### src/rtl/eth_rx_pkg.sv
// Shared constants, status codes and FSM encoding for the Ethernet receive path.
// Also provides the end-of-frame status decision.
package eth_rx_pkg;

    localparam logic [7:0]  PREAMBLE_BYTE = 8'h55;
    localparam logic [7:0]  SFD_BYTE      = 8'hD5;
    localparam logic [31:0] CRC_POLY      = 32'hEDB88320;
    localparam logic [31:0] CRC_INIT      = 32'hFFFFFFFF;
    localparam logic [31:0] CRC_RESIDUE   = 32'hDEBB20E3;

    typedef logic [1:0] rx_status_t;

    localparam rx_status_t ST_GOOD = 2'd0;
    localparam rx_status_t ST_FCS  = 2'd1;
    localparam rx_status_t ST_RUNT = 2'd2;
    localparam rx_status_t ST_LONG = 2'd3;

    typedef enum logic [1:0] {
        S_IDLE,
        S_PREAMBLE,
        S_DATA,
        S_DROP
    } rx_state_e;

    // Runt outranks FCS/rx_er errors; the CRC register holds the residue when the FCS is intact.
    function automatic rx_status_t end_status(input logic runt, input logic er_seen,
                                              input logic [31:0] crc);
        if (runt)
            return ST_RUNT;
        if (er_seen || (crc != CRC_RESIDUE))
            return ST_FCS;
        return ST_GOOD;
    endfunction

endpackage

### src/rtl/eth_rx_if.sv
// PHY receive byte lane plus the outgoing frame stream and per-frame completion status.
// master drives the PHY side and consumes the stream; slave is the receiver.
interface eth_rx_if #(
    parameter int LEN_W = 11
) ();
    import eth_rx_pkg::*;

    logic [7:0]       rx_data;
    logic [1:0]       rx_ctl;
    logic [7:0]       out_data;
    logic             out_valid;
    logic             out_sof;
    logic             frame_done;
    rx_status_t       frame_status;
    logic [LEN_W-1:0] frame_len;

    modport master (
        output rx_data, rx_ctl,
        input  out_data, out_valid, out_sof, frame_done, frame_status, frame_len
    );

    modport slave (
        input  rx_data, rx_ctl,
        output out_data, out_valid, out_sof, frame_done, frame_status, frame_len
    );

endinterface

### src/rtl/crc32_byte_update.sv
// Combinational reflected CRC-32 (poly EDB88320) advance by one byte, data LSB first.
// No state, no latency; shared with the transmit-side FCS generator.
module crc32_byte_update
    import eth_rx_pkg::*;
(
    input  logic [31:0] crc,
    input  logic [7:0]  data,
    output logic [31:0] crc_next
);

    always_comb begin
        crc_next = crc ^ {24'd0, data};
        for (int i = 0; i < 8; i++) begin
            crc_next = crc_next[0] ? ((crc_next >> 1) ^ CRC_POLY) : (crc_next >> 1);
        end
    end

endmodule

### src/rtl/eth_packet_receiver.sv
// RGMII receive framer: strips preamble/SFD/FCS, checks CRC, length and rx_er, streams frame bytes.
// Latency: byte n out 2 cycles after byte n+4 arrives; no backpressure, the stream cannot stall.
module eth_packet_receiver
    import eth_rx_pkg::*;
#(
    parameter int MAX_LEN = 1518,
    parameter int MIN_LEN = 64,
    parameter int LEN_W   = 11
) (
    input  logic        clk,
    input  logic        reset,
    input  logic        enable,
    eth_rx_if.slave     rx_bus,
    output logic [15:0] good_count,
    output logic [15:0] bad_count
);

    localparam logic [LEN_W-1:0] FCS_BYTES = LEN_W'(4);
    localparam logic [LEN_W-1:0] MAX_L     = LEN_W'(MAX_LEN);
    localparam logic [LEN_W-1:0] MIN_L     = LEN_W'(MIN_LEN);

    logic [7:0]       data_q;
    logic             dv_q;
    logic             er_q;
    rx_state_e        state;
    logic [31:0]      crc;
    logic [31:0]      crc_next;
    logic [LEN_W-1:0] len;
    logic             er_flag;
    logic [3:0][7:0]  dly;
    rx_status_t       done_status;

    always_ff @(posedge clk or posedge reset) begin
        if (reset) begin
            data_q <= '0;
            dv_q   <= 1'b0;
            er_q   <= 1'b0;
        end else begin
            data_q <= rx_bus.rx_data;
            dv_q   <= rx_bus.rx_ctl[0];
            er_q   <= rx_bus.rx_ctl[0] ^ rx_bus.rx_ctl[1];
        end
    end

    crc32_byte_update u_crc (
        .crc      (crc),
        .data     (data_q),
        .crc_next (crc_next)
    );

    assign done_status = end_status(len < MIN_L, er_flag, crc);

    always_ff @(posedge clk or posedge reset) begin
        if (reset) begin
            state               <= S_IDLE;
            crc                 <= CRC_INIT;
            len                 <= '0;
            er_flag             <= 1'b0;
            dly                 <= '0;
            rx_bus.out_data     <= '0;
            rx_bus.out_valid    <= 1'b0;
            rx_bus.out_sof      <= 1'b0;
            rx_bus.frame_done   <= 1'b0;
            rx_bus.frame_status <= ST_GOOD;
            rx_bus.frame_len    <= '0;
            good_count          <= '0;
            bad_count           <= '0;
        end else begin
            rx_bus.out_valid  <= 1'b0;
            rx_bus.out_sof    <= 1'b0;
            rx_bus.frame_done <= 1'b0;
            case (state)
                S_IDLE: begin
                    if (dv_q)
                        state <= (enable && data_q == PREAMBLE_BYTE) ? S_PREAMBLE : S_DROP;
                end
                S_PREAMBLE: begin
                    if (!dv_q) begin
                        state <= S_IDLE;
                    end else if (data_q == SFD_BYTE) begin
                        state   <= S_DATA;
                        crc     <= CRC_INIT;
                        len     <= '0;
                        er_flag <= 1'b0;
                    end else if (data_q != PREAMBLE_BYTE) begin
                        state <= S_DROP;
                    end
                end
                S_DATA: begin
                    if (!dv_q) begin
                        state               <= S_IDLE;
                        rx_bus.frame_done   <= 1'b1;
                        rx_bus.frame_status <= done_status;
                        rx_bus.frame_len    <= (len >= FCS_BYTES) ? len - FCS_BYTES : '0;
                        if (done_status == ST_GOOD)
                            good_count <= good_count + 16'd1;
                        else
                            bad_count <= bad_count + 16'd1;
                    end else if (len == MAX_L) begin
                        // This byte would be number MAX_LEN+1: abandon without emitting it.
                        state               <= S_DROP;
                        rx_bus.frame_done   <= 1'b1;
                        rx_bus.frame_status <= ST_LONG;
                        rx_bus.frame_len    <= MAX_L - FCS_BYTES;
                        bad_count           <= bad_count + 16'd1;
                    end else begin
                        crc <= crc_next;
                        len <= len + LEN_W'(1);
                        dly <= {dly[2:0], data_q};
                        if (er_q)
                            er_flag <= 1'b1;
                        // Four-byte lag keeps the FCS off the stream.
                        if (len >= FCS_BYTES) begin
                            rx_bus.out_valid <= 1'b1;
                            rx_bus.out_data  <= dly[3];
                            rx_bus.out_sof   <= (len == FCS_BYTES);
                        end
                    end
                end
                S_DROP: begin
                    if (!dv_q)
                        state <= S_IDLE;
                end
            endcase
        end
    end

endmodule

### src/flat_wrapper.sv
// flat-port wrapper written by rule: the top's interface ports become plain ports
module eth_packet_receiver_flat import eth_rx_pkg::*;
#(
    parameter int MAX_LEN = 1518,
    parameter int MIN_LEN = 64,
    parameter int LEN_W   = 11
)
  (clk, reset, enable, good_count, bad_count, rx_bus_rx_data, rx_bus_rx_ctl, rx_bus_out_data, rx_bus_out_valid, rx_bus_out_sof, rx_bus_frame_done, rx_bus_frame_status, rx_bus_frame_len);
  eth_rx_if #(.LEN_W(LEN_W)) rx_bus_i ();
  input  logic clk;
  input  logic reset;
  input  logic enable;
  output logic [15:0] good_count;
  output logic [15:0] bad_count;
  input wire logic [$bits(rx_bus_i.rx_data)-1:0] rx_bus_rx_data;
  input wire logic [$bits(rx_bus_i.rx_ctl)-1:0] rx_bus_rx_ctl;
  output wire logic [$bits(rx_bus_i.out_data)-1:0] rx_bus_out_data;
  output wire logic [$bits(rx_bus_i.out_valid)-1:0] rx_bus_out_valid;
  output wire logic [$bits(rx_bus_i.out_sof)-1:0] rx_bus_out_sof;
  output wire logic [$bits(rx_bus_i.frame_done)-1:0] rx_bus_frame_done;
  output wire logic [$bits(rx_bus_i.frame_status)-1:0] rx_bus_frame_status;
  output wire logic [$bits(rx_bus_i.frame_len)-1:0] rx_bus_frame_len;
  assign rx_bus_i.rx_data = rx_bus_rx_data;
  assign rx_bus_i.rx_ctl = rx_bus_rx_ctl;
  assign rx_bus_out_data = rx_bus_i.out_data;
  assign rx_bus_out_valid = rx_bus_i.out_valid;
  assign rx_bus_out_sof = rx_bus_i.out_sof;
  assign rx_bus_frame_done = rx_bus_i.frame_done;
  assign rx_bus_frame_status = rx_bus_i.frame_status;
  assign rx_bus_frame_len = rx_bus_i.frame_len;
  eth_packet_receiver #(.MAX_LEN(MAX_LEN), .MIN_LEN(MIN_LEN), .LEN_W(LEN_W)) u_core (.clk(clk), .reset(reset), .enable(enable), .rx_bus(rx_bus_i), .good_count(good_count), .bad_count(bad_count));
endmodule
### config.mk
export PLATFORM = sky130hd
export DESIGN_NAME = eth_packet_receiver_flat
export DESIGN_NICKNAME = d
export VERILOG_FILES = /design/src/rtl/eth_rx_pkg.sv /design/src/rtl/eth_rx_if.sv /design/src/rtl/crc32_byte_update.sv /design/src/rtl/eth_packet_receiver.sv /design/src/flat_wrapper.sv
export SDC_FILE = /design/constraint.sdc
export NUM_CORES = 1
export LEC_CHECK = 0
export ABC_AREA = 1
export BUFFER_PORTS_ARGS = -buffer_cell sky130_fd_sc_hd__buf_2
export CAP_MARGIN = 20
export CORE_MARGIN = 2
export CORE_UTILIZATION = 40
export DETAILED_ROUTE_END_ITERATION = 7
export REMOVE_ABC_BUFFERS = 1
export SKIP_CTS_REPAIR_TIMING = 1
export SYNTH_ARGS = -nofsm -noshare
export SYNTH_HDL_FRONTEND = slang
export SYNTH_SLANG_ARGS = --single-unit
export TNS_END_PERCENT = 30
### constraint.sdc
create_clock -name clk -period 7.29 [get_ports clk]
set_input_delay 0.3645 -clock clk [delete_from_list [all_inputs] [get_ports clk]]
set_output_delay 0.3645 -clock clk [all_outputs]
set_load 0.05 [all_outputs]
## Yosys cells after proc, flatten, opt, wreduce, memory -nomap -nowiden

Cells that the tools add are included.

- $add $sub $neg: 4
- $lt $le $gt $ge: 2
- Equal/unequal tests: 20
- Muxes and demuxes: 58
- Bitwise operators: 12
- Reduce and logical (&&, ||, !) cells: 13

Operators with widths:

| kind | number |
|---|---|
| 2-to-1 mux 32 bit | 12 |
| inverter 13 -> 14 bit | 8 |
| 2-to-1 mux 11 bit | 7 |
| case mux 32 bit (2 select lines) | 1 |
| 2-to-1 mux 16 bit | 3 |
| adder 16 x 1 -> 16 bit, second input constant | 2 |
| inequality test 32 bit, second input constant | 1 |
| XOR 32 x 8 -> 32 bit | 1 |
| 2-to-1 mux 2 bit | 13 |
| case mux 11 bit (2 select lines) | 1 |
| 2-to-1 mux 1 bit | 19 |
| inequality test 2 x 1 -> 1 bit, second input constant | 6 |
| adder 11 x 1 -> 11 bit, second input constant | 1 |
| == test 11 bit, second input constant | 1 |
| == test 11 x 3 -> 1 bit, second input constant | 1 |
| greater-or-equal comparator 11 x 3 -> 1 bit, second input constant | 1 |
| < comparator 11 x 7 -> 1 bit, second input constant | 1 |
| subtractor 11 x 3 -> 11 bit, second input constant | 1 |
| AND reduction 3 bit | 3 |
| == test 8 x 7 -> 1 bit, second input constant | 1 |
| == test 8 bit, second input constant | 1 |
| inequality test 8 x 7 -> 1 bit, second input constant | 1 |
| case mux 2 bit (4 select lines) | 1 |
| AND reduction 4 bit | 2 |
| other kinds (15) | 20 |

- Bits in registers: 144
- Input bits: 13
- Output and inout port bits: 56
- Logic and storage cells: 128

## Depth between registers and ports, before layout

- Depth in word-level cells: 20
- Gate-level depth with buffers: 13
- Gate-level depth less buffers: 12

## Cells and area by module

Synthesis repeated with hierarchy kept, for this count alone.

- Cell total of the unflattened synthesis: 1085
- Area, all modules: 8303.0 um^2

Modules (own cells, without submodules):

| module | instances | cells an instance | area each (um^2) | sequential area each (um^2) |
|---|---|---|---|---|
| eth_packet_receiver | 1 | 846 | 6986.7 | 3643.5 |
| crc32_byte_update | 1 | 239 | 1316.3 | 0.0 |

## Least setup slack after synthesis

Ideal clock, no wire load.

- Path type: reg-to-reg
- Start point: register u_core.state[0]
- End point: register u_core.good_count[4]
- Arrival: 1707 ps
- Data required time: 7170 ps
- Slack: 5463 ps
- Stages on the path, launching flop included: 9
- Cell sequence: dfrtp_1 inv_1 ha_1 clkinv_1 nor2_1 nand3_1 clkbuf_1 nand2_1 nand2_1

- Cells in the longest elaborated chain, start to end: 2

RTL lines:

| element | RTL line | source |
|---|---|---|
| from (decl) | eth_packet_receiver.sv:25 | `rx_state_e state;` |
| from (signal assigned) | eth_packet_receiver.sv:75 | `state <= (enable && data_q == PREAMBLE_BYTE) ? S_PREAMBLE : S_DROP;` |
| == test 2 bit | eth_packet_receiver.sv:72 | `case (state)` |
| AND reduction 3 bit (no line) | n/a |  |
| to (signal assigned) | eth_packet_receiver.sv:96 | `good_count <= good_count + 16'd1;` |
| to (decl) | eth_packet_receiver.sv:14 | `output logic [15:0] good_count,` |

No other way between the ends.
A chain may end at the register's enable or synchronous reset.

## Final worst setup path

- Start point: register u_core.state[0]
- End point: register u_core.rx_bus.out_data[0]

- Cells in the longest elaborated chain, start to end: 2

RTL lines:

| element | RTL line | source |
|---|---|---|
| == test 2 bit | eth_packet_receiver.sv:72 |  |
| AND reduction 4 bit (no line) | n/a |  |
| to (signal assigned) | eth_packet_receiver.sv:115 | `rx_bus.out_data <= dly[3];` |
| to (decl) | eth_rx_if.sv:24 | `output out_data, out_valid, out_sof, frame_done, frame_status, frame_len` |

No other way between the ends.

==> flow_summary.toml <==
[finish]
seqCellArea_mm2 = 0.003643
layout.nets = 1124
multi_input_area_mm2 = 0.003721
num-fill-cells = 1968
fin_cells = 1377
diodes = 0
synthToLayoutAreaGrowth_pct = 14.51
drive_above_1_share = 0.1394

[pwr]
cellPowerDensity_mw_per_mm2 = 366.6
cellLeakagePower_nw = 4.572
power_mw = 3.323
peakVddDrop_uv = 188.3

[logic_synthesis]
synthMuxAreaShare = 0.001264
ys_types = 41
netlist.area_leader.share = 0.3540
seq_area_frac_synth = 0.4602
avgSynthCellArea_um2 = 7.649
synth_area_leaders = "dfrtp_1, nand2_1, dfstp_2, inv_1, nand3_1"
ys_seq_elements = 144
ys_top_cells_by_count = "nand2_1, dfrtp_1, inv_1"
yosysTopAreaCell = "dfrtp_1"
synthAdderAreaFrac = 0.01897
synth_top_family_by_area = "simple AND/OR/NAND/NOR gates"
ys.flop_type = "dfrtp_1"
synth_area_mm2 = 0.007916
synth_cells = 1035
synthSimpleGateAreaFrac = 0.3058
yosys_warnings = 0
synth-edff-count = 0
async_flop_share = 1.000
synth_xor_area_frac = 0.06733
synth.most_common_cell = "nand2_1"
synth_compound_area_frac = 0.07666

[placement]
globalplace.congestion = 0.8927
detailed_place_hpwl_um = 13690
placedCellCount = 1344
portBuffers = 68
place_ws_ns = 3.903

[clocking]
clk_path_buf_depth = 2
clkTransAtPathRegs_ns = 0.06
clk_root_buffer_cell = "clkbuf_16"
clk_latency_ns = 0.42
clock-sinks = 144
cts_buffers = 17
cts_tree = "done"
htree_levels = 4

[sta]
final-setup-viol-count = 0
clock_skew_ns = 0.01082
hold_viol = 0
relSlewSlack = 0.4132
worst-slew-pin-transition_ns = 0.8792
finalCritPeriodShare = 0.4687
rsz0062_at_grt = "false"
finalWorstSetupSlack_ns = 3.873
fmax_mhz = 292.7
finalMaxSlewViolations = 0
min_period_ns = 3.417
fin_setup_tns_ns = 0

[floorplanning]
rows = 51
ioPinCount = 69
coreArea_mm2 = 0.01946
dieArea_mm2 = 0.02093
fp.dieH_um = 144.7
initial_utilization = 0.4068
die_width_um = 144.7

[detailed_routing]
detail-route-antenna-nets = 0
drt_wl_total_um = 19700
via_count = 6747
drt_first_pass_iters = 7
drt-wirelength-per-cell_um = 14.31
routed_via_density = 4.900
drc = 0
drt-initial-drc-count = 395

[worst_setup_path]
critPathCapture = "u_core.rx_bus.out_data[0]$_DFFE_PP0P_"
required_ns = 7.65
rrSetupSlack_ns = 3.87
crit_arrival_ns = 3.78
worstSetupPathType = "reg2reg"
r2r_cells = 8
worstSetupStartpoint = "u_core.state[0]$_DFFE_PP0P_"
crit_path_start_kind = "flop"
timing.rr.end = "u_core.rx_bus.out_data[0]$_DFFE_PP0P_"
setup.worst_path.end_class = "flop"
crit_path_max_fanout = 40
r2r_start = "u_core.state[0]$_DFFE_PP0P_"

[grt]
grt_max_degree = 85
grt-ovfl-total = 0
grt_pass1_vias = 6355
grt_pass1_wl_um = 32010
antenna_found_initial = 0
grt_usage = 0.1954

[outcome]
outcome = "finished, final reports clean"

[hold_path]
min_path_type = "in2reg"

[job]
maxCapViolCount = 0
==> worst min path at each step <==
stage                               start                          to  slack [ns]  cells past startpoint
6_report                rx_bus_rx_data[3]  u_core.data_q[3]$_DFF_PP0_        0.04                      1
2_1_floorplan           rx_bus_rx_data[0]  u_core.data_q[0]$_DFF_PP0_        0.40                      0
3_3_place_gp   u_core.dly[18]$_DFFE_PP0P_  u_core.dly[26]$_DFFE_PP0P_        0.45                      2
3_5_place_dp   u_core.dly[17]$_DFFE_PP0P_  u_core.dly[25]$_DFFE_PP0P_        0.46                      2
5_1_grt                 rx_bus_rx_data[3]  u_core.data_q[3]$_DFF_PP0_        0.03                      1
4_1_cts                 rx_bus_rx_data[3]  u_core.data_q[3]$_DFF_PP0_        0.02                      1
==> layout by cell type (no fill, tap or decap), types with 3 or more instances in the layout <==
master / n
nand4_1: 27
o21ai_1: 5
nor2_2: 4
a22oi_1: 4
nor2_1: 72
xnor2_1: 19
nor3_1: 14
o21ai_0: 65
clkbuf_16: 17
o31ai_1: 3
buf_2: 68
xor2_1: 40
dfrtp_1: 112
a21oi_1: 24
nand2_2: 6
dfstp_2: 32
buf_4: 3
inv_1: 101
nand2_1: 361
clkinvlp_4: 4
nand3_1: 74
or2_2: 4
o22ai_1: 5
clkbuf_1: 4
ha_1: 12
nand3b_1: 5
==> worst max-delay path: stages (launching register included) <==
cell and delay [ns]:
dfrtp_1 0.42, inv_1 0.12, ha_1 0.49, nand3_2 0.65, inv_1 0.83, nand2_1 0.45, inv_1 0.25, nand2_1 0.07
nand2_1 0.06
==> cell type report <==
cell class	instances	area share
Multi-Input combinational cell	759	0.4105
Clock inverter	9	0.01201
Timing Repair Buffer	72	0.04306
Inverter	105	0.04431
Clock buffer	23	0.05162
Sequential cell	144	0.4019
Tap cell	265	0.03658
==> cells by family (layout without fill, tap and decap cells) <==
group / Yosys count / count (layout)
AO/OA/AOI/OAI: 112 / 112
XOR/XNOR: 60 / 60
adder cells (fa/ha/maj): 12 / 12
buffers and inverters: 132 / 209
flip-flops: 144 / 144
multiplexers: 1 / 1
AND/OR/NAND/NOR: 574 / 574
==> power by group <==
part | total, mW | switching (mW) | internal (mW)
logic | 1.30 | 0.895 | 0.401
clock network | 0.863 | 0.342 | 0.521
registers | 1.16 | 0.136 | 1.03
total | 3.32 | 1.37 | 1.95
==> sequential cells by signal, indices dropped and copies added (netlist names) <==
| signal | cells |
|---|---|
| u_core.dv_q | 1 |
| u_core.rx_bus.out_sof | 1 |
| u_core.rx_bus.frame_len | 11 |
| u_core.dly | 32 |
| u_core.er_q | 1 |
| u_core.crc | 32 |
| u_core.rx_bus.frame_status | 2 |
| u_core.good_count | 16 |
| u_core.len | 11 |
| u_core.bad_count | 16 |
| u_core.er_flag | 1 |
| u_core.rx_bus.out_data | 8 |
| u_core.rx_bus.frame_done | 1 |
| u_core.state | 2 |
| u_core.rx_bus.out_valid | 1 |
| u_core.data_q | 8 |
==> stage by stage <==
| step | utilization | hold WS, ns | instance area [um^2] |
|---|---|---|---|
| global route | 0.4658 | 0.03159 | 9065 |
| global placement | 0.4347 | 0.4505 | 8461 |
| detailed placement | 0.4347 | 0.4561 | 8461 |
| CTS | 0.4644 | 0.02486 | 9037 |
| floorplan | - | 0.3959 | 7761 |
| finish | 0.4658 | 0.04401 | 9065 |
==> routing by layer <==
layer	wire length [um]	track usage
met4	233	0.06592
met5	0	0
met2	9218	0.3168
met1	9565	0.2664
met3	681	0.03291
Power figures use the tool's default switching activity.
